--- src/rtl/carbon_arch_pkg.sv ---
// carbon_arch_pkg: shared trace constants, source indices and record ID helper.
package carbon_arch_pkg;
  localparam int CARBON_TRACE_SRC_ID_W = 3;
  localparam int CARBON_TRACE_REC_W = 128;
  typedef enum logic [CARBON_TRACE_SRC_ID_W-1:0] {
    CARBON_TRACE_SRC_CORE0  = 3'd0,
    CARBON_TRACE_SRC_CORE1  = 3'd1,
    CARBON_TRACE_SRC_DMA    = 3'd2,
    CARBON_TRACE_SRC_BUSMON = 3'd3
  } trace_src_e;
  function automatic logic [CARBON_TRACE_REC_W-1:0] trace_set_src(
    input logic [CARBON_TRACE_REC_W-1:0] rec,
    input logic [CARBON_TRACE_SRC_ID_W-1:0] id
  );
    return {id, rec[CARBON_TRACE_REC_W-CARBON_TRACE_SRC_ID_W-1:0]};
  endfunction
endpackage

--- src/rtl/trace_rr_pick.sv ---
// trace_rr_pick: combinational round-robin pick of the first request at or after ptr.
module trace_rr_pick #(
  parameter int N  = 4,
  parameter int PW = 2
) (
  input  logic [N-1:0]  req,
  input  logic [PW-1:0] ptr,
  output logic [N-1:0]  gnt,
  output logic [PW-1:0] gnt_idx,
  output logic          any
);
  // Scan from farthest to nearest so the last hit is the one closest to ptr.
  always_comb begin
    gnt_idx = '0;
    any = 1'b0;
    for (int k = N - 1; k >= 0; k--) begin
      if (req[(int'(ptr) + k) % N]) begin
        gnt_idx = PW'((int'(ptr) + k) % N);
        any = 1'b1;
      end
    end
    gnt = any ? N'(1) << gnt_idx : '0;
  end
endmodule

--- src/rtl/trace_arb.sv ---
// trace_arb: round-robin merge of trace sources into one registered record stream.
// Drop counters exist only when CARBON_TRACE_ARB_DROP_CNT_EN is defined.
module trace_arb
  import carbon_arch_pkg::*;
#(
  parameter int N_SRC    = 4,
  parameter int REC_W    = 128,
  parameter int SRC_ID_W = CARBON_TRACE_SRC_ID_W,
  parameter int DROP_W   = 16
) (
  input  logic                    clk,
  input  logic                    rst_n,
  input  logic [N_SRC-1:0]        src_en,
  input  logic                    lossy,
  input  logic [N_SRC-1:0]        src_valid,
  output logic [N_SRC-1:0]        src_ready,
  input  logic [N_SRC*REC_W-1:0]  src_data,
  output logic                    out_valid,
  input  logic                    out_ready,
  output logic [REC_W-1:0]        out_data,
  input  logic                    drop_clr,
  output logic [N_SRC*DROP_W-1:0] drop_cnt
);
  localparam int PW = N_SRC > 1 ? $clog2(N_SRC) : 1;
  logic [N_SRC-1:0] contenders, gnt, drop;
  logic [PW-1:0] gnt_idx, rr_ptr;
  logic any, load_en;
  logic [REC_W-1:0] rec_g;
  assign contenders = src_valid & src_en;
  assign load_en = !out_valid || out_ready;
  trace_rr_pick #(.N(N_SRC), .PW(PW)) u_pick (
    .req(load_en ? contenders : '0),
    .ptr(rr_ptr),
    .gnt(gnt),
    .gnt_idx(gnt_idx),
    .any(any)
  );
  // Disabled sources are always drained so producers never stall with tracing off.
  assign src_ready = ~src_en | (lossy ? contenders : gnt);
  assign drop = lossy ? contenders & ~gnt : '0;
  assign rec_g = src_data[gnt_idx*REC_W +: REC_W];
  always_ff @(posedge clk or negedge rst_n) begin
    if (!rst_n) begin
      out_valid <= 1'b0;
      out_data <= '0;
      rr_ptr <= '0;
    end else begin
      if (load_en) out_valid <= any;
      if (any) begin
        out_data <= {SRC_ID_W'(gnt_idx), rec_g[REC_W-SRC_ID_W-1:0]};
        rr_ptr <= gnt_idx == PW'(N_SRC - 1) ? '0 : gnt_idx + PW'(1);
      end
    end
  end
`ifdef CARBON_TRACE_ARB_DROP_CNT_EN
  for (genvar i = 0; i < N_SRC; i++) begin : g_cnt
    logic [DROP_W-1:0] c;
    always_ff @(posedge clk or negedge rst_n) begin
      if (!rst_n) c <= '0;
      else if (drop_clr) c <= '0;
      else if (drop[i] && c != '1) c <= c + DROP_W'(1);
    end
    assign drop_cnt[i*DROP_W +: DROP_W] = c;
  end
`else
  logic unused_drop;
  assign unused_drop = ^{drop_clr, drop};
  assign drop_cnt = '0;
`endif
endmodule

--- config.mk ---
export PLATFORM = sky130hd
export DESIGN_NAME = trace_arb
export DESIGN_NICKNAME = d
export VERILOG_FILES = /design/src/rtl/carbon_arch_pkg.sv /design/src/rtl/trace_rr_pick.sv /design/src/rtl/trace_arb.sv
export SDC_FILE = /design/constraint.sdc
export NUM_CORES = 1
export LEC_CHECK = 0
export ABC_AREA = 1
export CAP_MARGIN = 25
export CORE_AREA = 5 5 281 283
export DETAILED_ROUTE_END_ITERATION = 8
export DIE_AREA = 0 0 286 288
export MAX_ROUTING_LAYER = met4
export SETUP_SLACK_MARGIN = 0.4
export SYNTH_ARGS = -nofsm -noshare
export SYNTH_HDL_FRONTEND = slang
export SYNTH_HIERARCHICAL = 1
export SYNTH_SLANG_ARGS = --single-unit
export TNS_END_PERCENT = 10
--- constraint.sdc ---
create_clock -name clk -period 3.1 [get_ports clk]
set_input_delay 0.31 -clock clk [delete_from_list [all_inputs] [get_ports clk]]
set_output_delay 0.31 -clock clk [all_outputs]
set_load 0.05 [all_outputs]
==> flow_metrics.py <==
metrics = {
    "sta": {
        "setup_slack_ps": 301,
        "grt_setup_unrepaired": "yes",
        "finClkSkew_ps": 11.3,
        "relSlewSlack_pct": 40.1,
        "slew_viol_final": 0,
        "fmaxAchievable_mhz": 357,
        "tns_ps": 0,
        "hold_viol": 0,
        "setup_viol_count_final": 0,
        "period_share_pct": 90.3,
        "tightest_slew_ps": 896,
        "min_period_ps": 2800,
    },
    "drt": {
        "antenna_left": 0,
        "viasPerCell": 3.76,
        "drc": 0,
        "via_count": 12483,
        "wl_per_cell_um": 16.8,
        "drtPass1Iterations": 5,
        "first_iter_violations": 435,
        "drt-total-wl_um": 55800,
    },
    "clocking": {
        "cts_tree": "built",
        "cts_made_buffers": 17,
        "htreeDepth": 4,
        "clk_latency_ps": 470,
        "numClockSinks": 130,
        "cts.clk_slew.worst_paths_ps": 80,
        "root_buffer": "clkbuf_16",
        "cts.path.max_buffers": 2,
    },
    "setup_path": {
        "reg2reg_slack_ps": 380,
        "worstPathRequired_ps": 2790,
        "path_class": "register to primary output",
        "end_kind": "primary output",
        "crit_fanout": 4,
        "cp.arrival_ps": 2490,
        "cp-start-kind": "register",
    },
    "power_and_ir_drop": {
        "p_sw_share_pct": 57.1,
        "p_leak_uw": 0.00892,
        "power.density_nw_per_um2": 1410,
        "p_comb_share_pct": 79.2,
        "ir_drop_mv": 0.990,
        "p_int_uw": 11300,
        "p_clk_share_pct": 8.3,
        "p_sw_uw": 15000,
        "pwr-share-seq_pct": 12.4,
    },
    "synth": {
        "synth_warnings": 6,
        "seq_area_frac_synth_pct": 31.3,
        "synthesis.area_um2": 10400,
        "synth_top_area_share_pct": 31.3,
        "synth_seq_cells": 130,
        "yosys-top-cells-area": "dfrtp_1 31%, nand2_1 21%, inv_1 9.2%",
        "syn_inst": 1690,
        "synth_cell_type_count": 26,
        "synth_area_per_cell_um2": 6.15,
        "yosysTopAreaCell": "dfrtp_1",
    },
    "final_layout": {
        "fillCellCount": 8491,
        "syn_to_final_growth_pct": 79.2,
        "drive_gt1_share_pct": 7.42,
        "instances_no_fill": 3317,
        "fin_nets": 2830,
    },
    "placed_design": {
        "gp_congestion": 0.851,
        "io_buffers": 643,
        "dp.cells": 3266,
        "pre_cts_ws_ps": 117,
        "hpwl_um": 44100,
    },
    "status": {
        "status": "completed",
    },
    "grt": {
        "use_met2_pct": 21.5,
        "grt_pass1_vias": 12081,
        "grt_pass1_wl_um": 78200,
        "grtUsageMet3_pct": 4.54,
        "use_met1_pct": 15.3,
        "grt_max_degree": 68,
        "antenna_found_initial": 19,
        "track_usage_pct": 13.2,
        "gr-max-usage-layer": "met2",
        "overflow": 0,
    },
    "die": {
        "io_pins": 722,
        "start_util_pct": 13.6,
        "chipWidth_um": 286,
        "die_h_um": 288,
        "dieArea_um2": 82400,
        "core_um2": 76400,
        "rows": 102,
    },
    "run": {
        "max_cap_viol_count": 0,
    },
    "min_path": {
        "hold_path.class": "input pin to asynchronous set/reset pin",
    },
}
repair_timing:
item,4_1_cts,5_1_grt
endpoints found under the hold margin,57,0
pin swaps,7,9
hold buffers,1,0
setup buffers,1,5
gates cloned,0,0
gates resized for setup,12,19
setup endpoints to repair,4,16
registers in the layout, summed over array words and instances (netlist names):
| name | flops |
|---|---|
| out_data | 127 |
| rr_ptr | 2 |
| out_valid | 1 |
metrics by stage:
step / power (uW) / utilization, % / hold WS (ps) / area [um2]
final: 26400 / 24.4 / 404 / 18600
after global routing: 28900 / 24.4 / 419 / 18600
after CTS: 26800 / 24.2 / 384 / 18500
after detailed placement: 24400 / 23.3 / 361 / 17800
after global placement: 24300 / 23.3 / 355 / 17800
after floorplan: 17200 / - / 14.4 / 10600
final timing paths:
path                                           start                         to  cells after the start
min in group clk                       src_data[434]   out_data[50]$_DFFE_PN0P_                      3
max in group asynchronous                      rst_n   out_data[30]$_DFFE_PN0P_                      3
min                                            rst_n   out_data[76]$_DFFE_PN0P_                      2
max                            out_valid$_DFFE_PN0N_               src_ready[0]                     17
min reg2reg                out_data[121]$_DFFE_PN0P_  out_data[121]$_DFFE_PN0P_                      2
max reg2reg                    out_valid$_DFFE_PN0N_   out_data[55]$_DFFE_PN0P_                     18
routing by layer:
layer / vias up / share of wire [%]
met1: 5618 / 42
li1: 6266 / -
met2: 533 / 47
met3: 66 / 8.8
met5: - / 0
met4: 0 / 2.5
synth_stat cells, drive strengths merged:
library cell,number
o21ai,72
or2,65
buf,139
dfrtp,130
nor2,139
inv,263
nor3,3
nand3,190
conb,1
clkbuf,29
a31oi,1
o211ai,66
ha,1
o21a,1
nand4,1
a21oi,3
nand2,586
power by group through the flow:
stage                     registers, uW  clock network (uW)  logic (uW)
after floorplan                    6220                   0       11000
after global placement             3270                   0       21000
after detailed placement           3290                   0       21100
after CTS                          3290                2320       21200
after global routing               3400                2360       23100
final                              3280                2200       20900
layout make-up:
type	count	area, um2	share of cell area, %
timing repair buffer	699	7130	38.3
multi-input combinational	1193	5360	28.8
sequential	130	3250	17.5
tap	988	1240	6.63
inverter	263	1030	5.51
clock buffer	19	453	2.43
clock inverter	13	149	0.799
antenna	12	30.0	0.161
worst max-delay path: stages, from the launching register on:
cell and delay, ps:
dfrtp_1 390, inv_2 80, nor2_4 60, nor3_4 180, inv_1 70, nand2_2 80
nand3_2 90, nand2_2 80, inv_2 50, o21ai_1 110, nand2_1 70, nand2_2 100
buf_6 120, nand2_2 40, nor2_2 80, a21oi_1 70, o21ai_1 150, clkbuf_16 210
cell families (layout without fill, tap and decap cells):
logic type	after synthesis	in the layout	share of synthesized area, %
compound gates	143	143	8.57
fa+ha+maj	1	1	0.120
simple gates	984	984	39.7
buf+inv	431	994	20.3
flops	130	130	31.3
other cells	1	77	0.0361
placed cells by master, fill, tap and decap left out, types with 20 or more instances in the layout:
cell type and count:
nand3_1 189, nor2_1 131, conb_1 65, o21ai_1 43, o21ai_0 29, clkdlybuf4s50_1 638, or2_2 45, or2_0 20
buf_4 37, inv_1 254, nand2_1 573, dfrtp_1 130, o211ai_1 66
No activity file was read; power rests on OpenSTA's default activity.
==> patch: new RTL, same flow settings <==
The parameter `REC_W` goes from 128 to 64.
--- a/src/rtl/trace_arb.sv
+++ b/src/rtl/trace_arb.sv
@@ -4,7 +4,7 @@
   import carbon_arch_pkg::*;
 #(
   parameter int N_SRC    = 4,
-  parameter int REC_W    = 128,
+  parameter int REC_W    = 64,
   parameter int SRC_ID_W = CARBON_TRACE_SRC_ID_W,
   parameter int DROP_W   = 16
 ) (
Interface: changed (resized out_data and src_data); port bits go from 722 to 402. The function was not compared with the original's and may differ.
==> patch against the unedited design <==
Synthesized area is 47% lower. Routed wire length down 50%. Clock power decreased by 49%. Total power shrank 45%. Setup slack better by 0.12 ns. Sequential cell count is 64 lower. Design area fell by 44%. Critical path type is now primary input to register.
==> patch: results <==
export IMPL_synth_cell_type_count=23
export IMPL_synth_async_reset_ratio=1.00
export IMPL_grt_use_met1=0.0790
export IMPL_fin_cells=2227
export IMPL_grt_pass1_vias=6414
export IMPL_ys_seq_area_frac=0.299
export IMPL_first_pass_iters=4
export IMPL_routabilityCongestion=0.855
export IMPL_holdPathStages=2
export IMPL_synth_compound_area_frac=0.0889
export IMPL_place_area_mm2=0.00993
export IMPL_critical_path_max_fanout=24
export IMPL_grt_max_degree=66
export IMPL_hpwl_mm=21.7
export IMPL_switching_share=0.564
export IMPL_drt_initial_drc_count=171
export IMPL_cts_inserted_buffers=9
export IMPL_synthTopCellsByArea="dfrtp_1, nand2_1, buf_4, inv_1, nand3_1"
export IMPL_synth_xor_area_frac=0
export IMPL_yosys_top_cells_count="nand2_1, inv_1, nand3_1, buf_4, nor2_1"
export IMPL_synthAdderAreaFrac=0.00227
export IMPL_leakagePower_nw=4.76
export IMPL_clock_root_buffer="clkbuf_16"
export IMPL_use_met2=0.102
export IMPL_r2r_cells=18
export IMPL_wl_mm=28.0
export IMPL_clock_path_buffers=2
export IMPL_top_regs="out_data x63, rr_ptr x2, out_valid x1"
export IMPL_clk_latency_ns=0.37
export IMPL_grtUsageTotal=0.0657
export IMPL_yosys_warnings=6
export IMPL_hp_class="register to register"
export IMPL_grt_first_pass_wirelength_mm=38.7
export IMPL_antenna_found_initial=0
export IMPL_synth_area_per_cell_um2=6.13
export IMPL_met3_usage=0.0258
export IMPL_fillers=8818
export IMPL_port_buffers=323
export IMPL_htreeDepth=3
export IMPL_max_slew_margin_rel=0.455
export IMPL_ys_flop_type="dfrtp_1"
export IMPL_status="finished, final reports clean"
export IMPL_peakVddDrop_mv=0.592
export IMPL_path_clk_slew_ns=0.06
export IMPL_drive_gt1_frac=0.109
export IMPL_finalClockSkew_ns=0.00926
export IMPL_synth_area_mux_share=0
export IMPL_crit_arrival_ns=2.93
export IMPL_finish_net_count=1502
export IMPL_vias=6464
-- patch: repair_timing --
action | CTS | global route
setup endpoints to repair | 4 | 27
cloned | 0 | 1
buffers inserted | 2 | 4
hold buffers | 0 | 1
hold endpoints to repair | 0 | 30
resized for setup | 7 | 23
pin swaps | 1 | 9
-- patch: kinds of logic (layout without fill, tap and decap cells) --
logic type                 Yosys count  in the layout
adders and majority gates            1              1
buffers and inverters              248            522
AOI/OAI and AO/OA                   79             79
DFF                                 66             66
and+or+nand+nor                    504            504
other                                1             67
-- patch: final timing paths --
| path | to | startpoint | slack (ns) |
|---|---|---|---|
| max reg2reg | out_data[21] | out_valid | 0.47 |
| min in group asynchronous | out_data[19] | rst_n | 0.49 |
| max in group asynchronous | out_data[8] | rst_n | 2.02 |
| min reg2reg | out_data[30] | out_data[30] | 0.48 |
| min | out_data[30] | out_data[30] | 0.48 |
| max | out_data[21] | out_ready | 0.42 |
-- patch: per-stage QoR --
stage | util | setup WS [ns]
finish | 0.137 | 0.418
global route | 0.137 | 0.272
CTS | 0.134 | 0.429
global placement | 0.130 | -0.0216
floorplan | - | 0.495
detailed placement | 0.130 | -0.0468
-- patch: power groups by stage --
stage	sequential [W]	combinational (W)	clock (W)
2_1_floorplan	0.00313	0.00547	0
3_3_place_gp	0.00168	0.0114	0
3_5_place_dp	0.00169	0.0114	0
4_1_cts	0.00169	0.0115	0.00121
5_1_grt	0.00175	0.0128	0.00123
6_report	0.00169	0.0116	0.00113
-- patch: routing by layer --
| layer | vias to the layer above | wire length (µm) |
|---|---|---|
| met5 | - | 0 |
| met4 | 0 | 444 |
| met3 | 21 | 2700 |
| met2 | 314 | 12500 |
| met1 | 2850 | 12400 |
| li1 | 3279 | - |
-- patch: layout make-up --
| cell class | count | share of cell area |
|---|---|---|
| diodes | 2 | 0.000479 |
| well taps | 988 | 0.118 |
| clock buffers | 12 | 0.0246 |
| inverters | 135 | 0.0496 |
| multi-input cells | 649 | 0.283 |
| clock inverters | 4 | 0.00479 |
| repair buffers | 371 | 0.361 |
| flip-flops and latches | 66 | 0.158 |
-- patch: worst max-delay path, cell delays in order --
cell             delay (ns)
clkdlybuf4s50_1        0.54
nor2_4                 0.08
nor3_2                 0.19
nand2_1                0.09
nand2_2                0.11
nand2_2                0.07
nand2_2                0.10
nor2_1                 0.06
nor2_1                 0.09
nand2_1                0.06
nand2_2                0.13
clkinv_4               0.11
buf_6                  0.16
buf_16                 0.16
buf_4                  0.17
or2_2                  0.28
o211ai_1               0.09
nand3_1                0.11
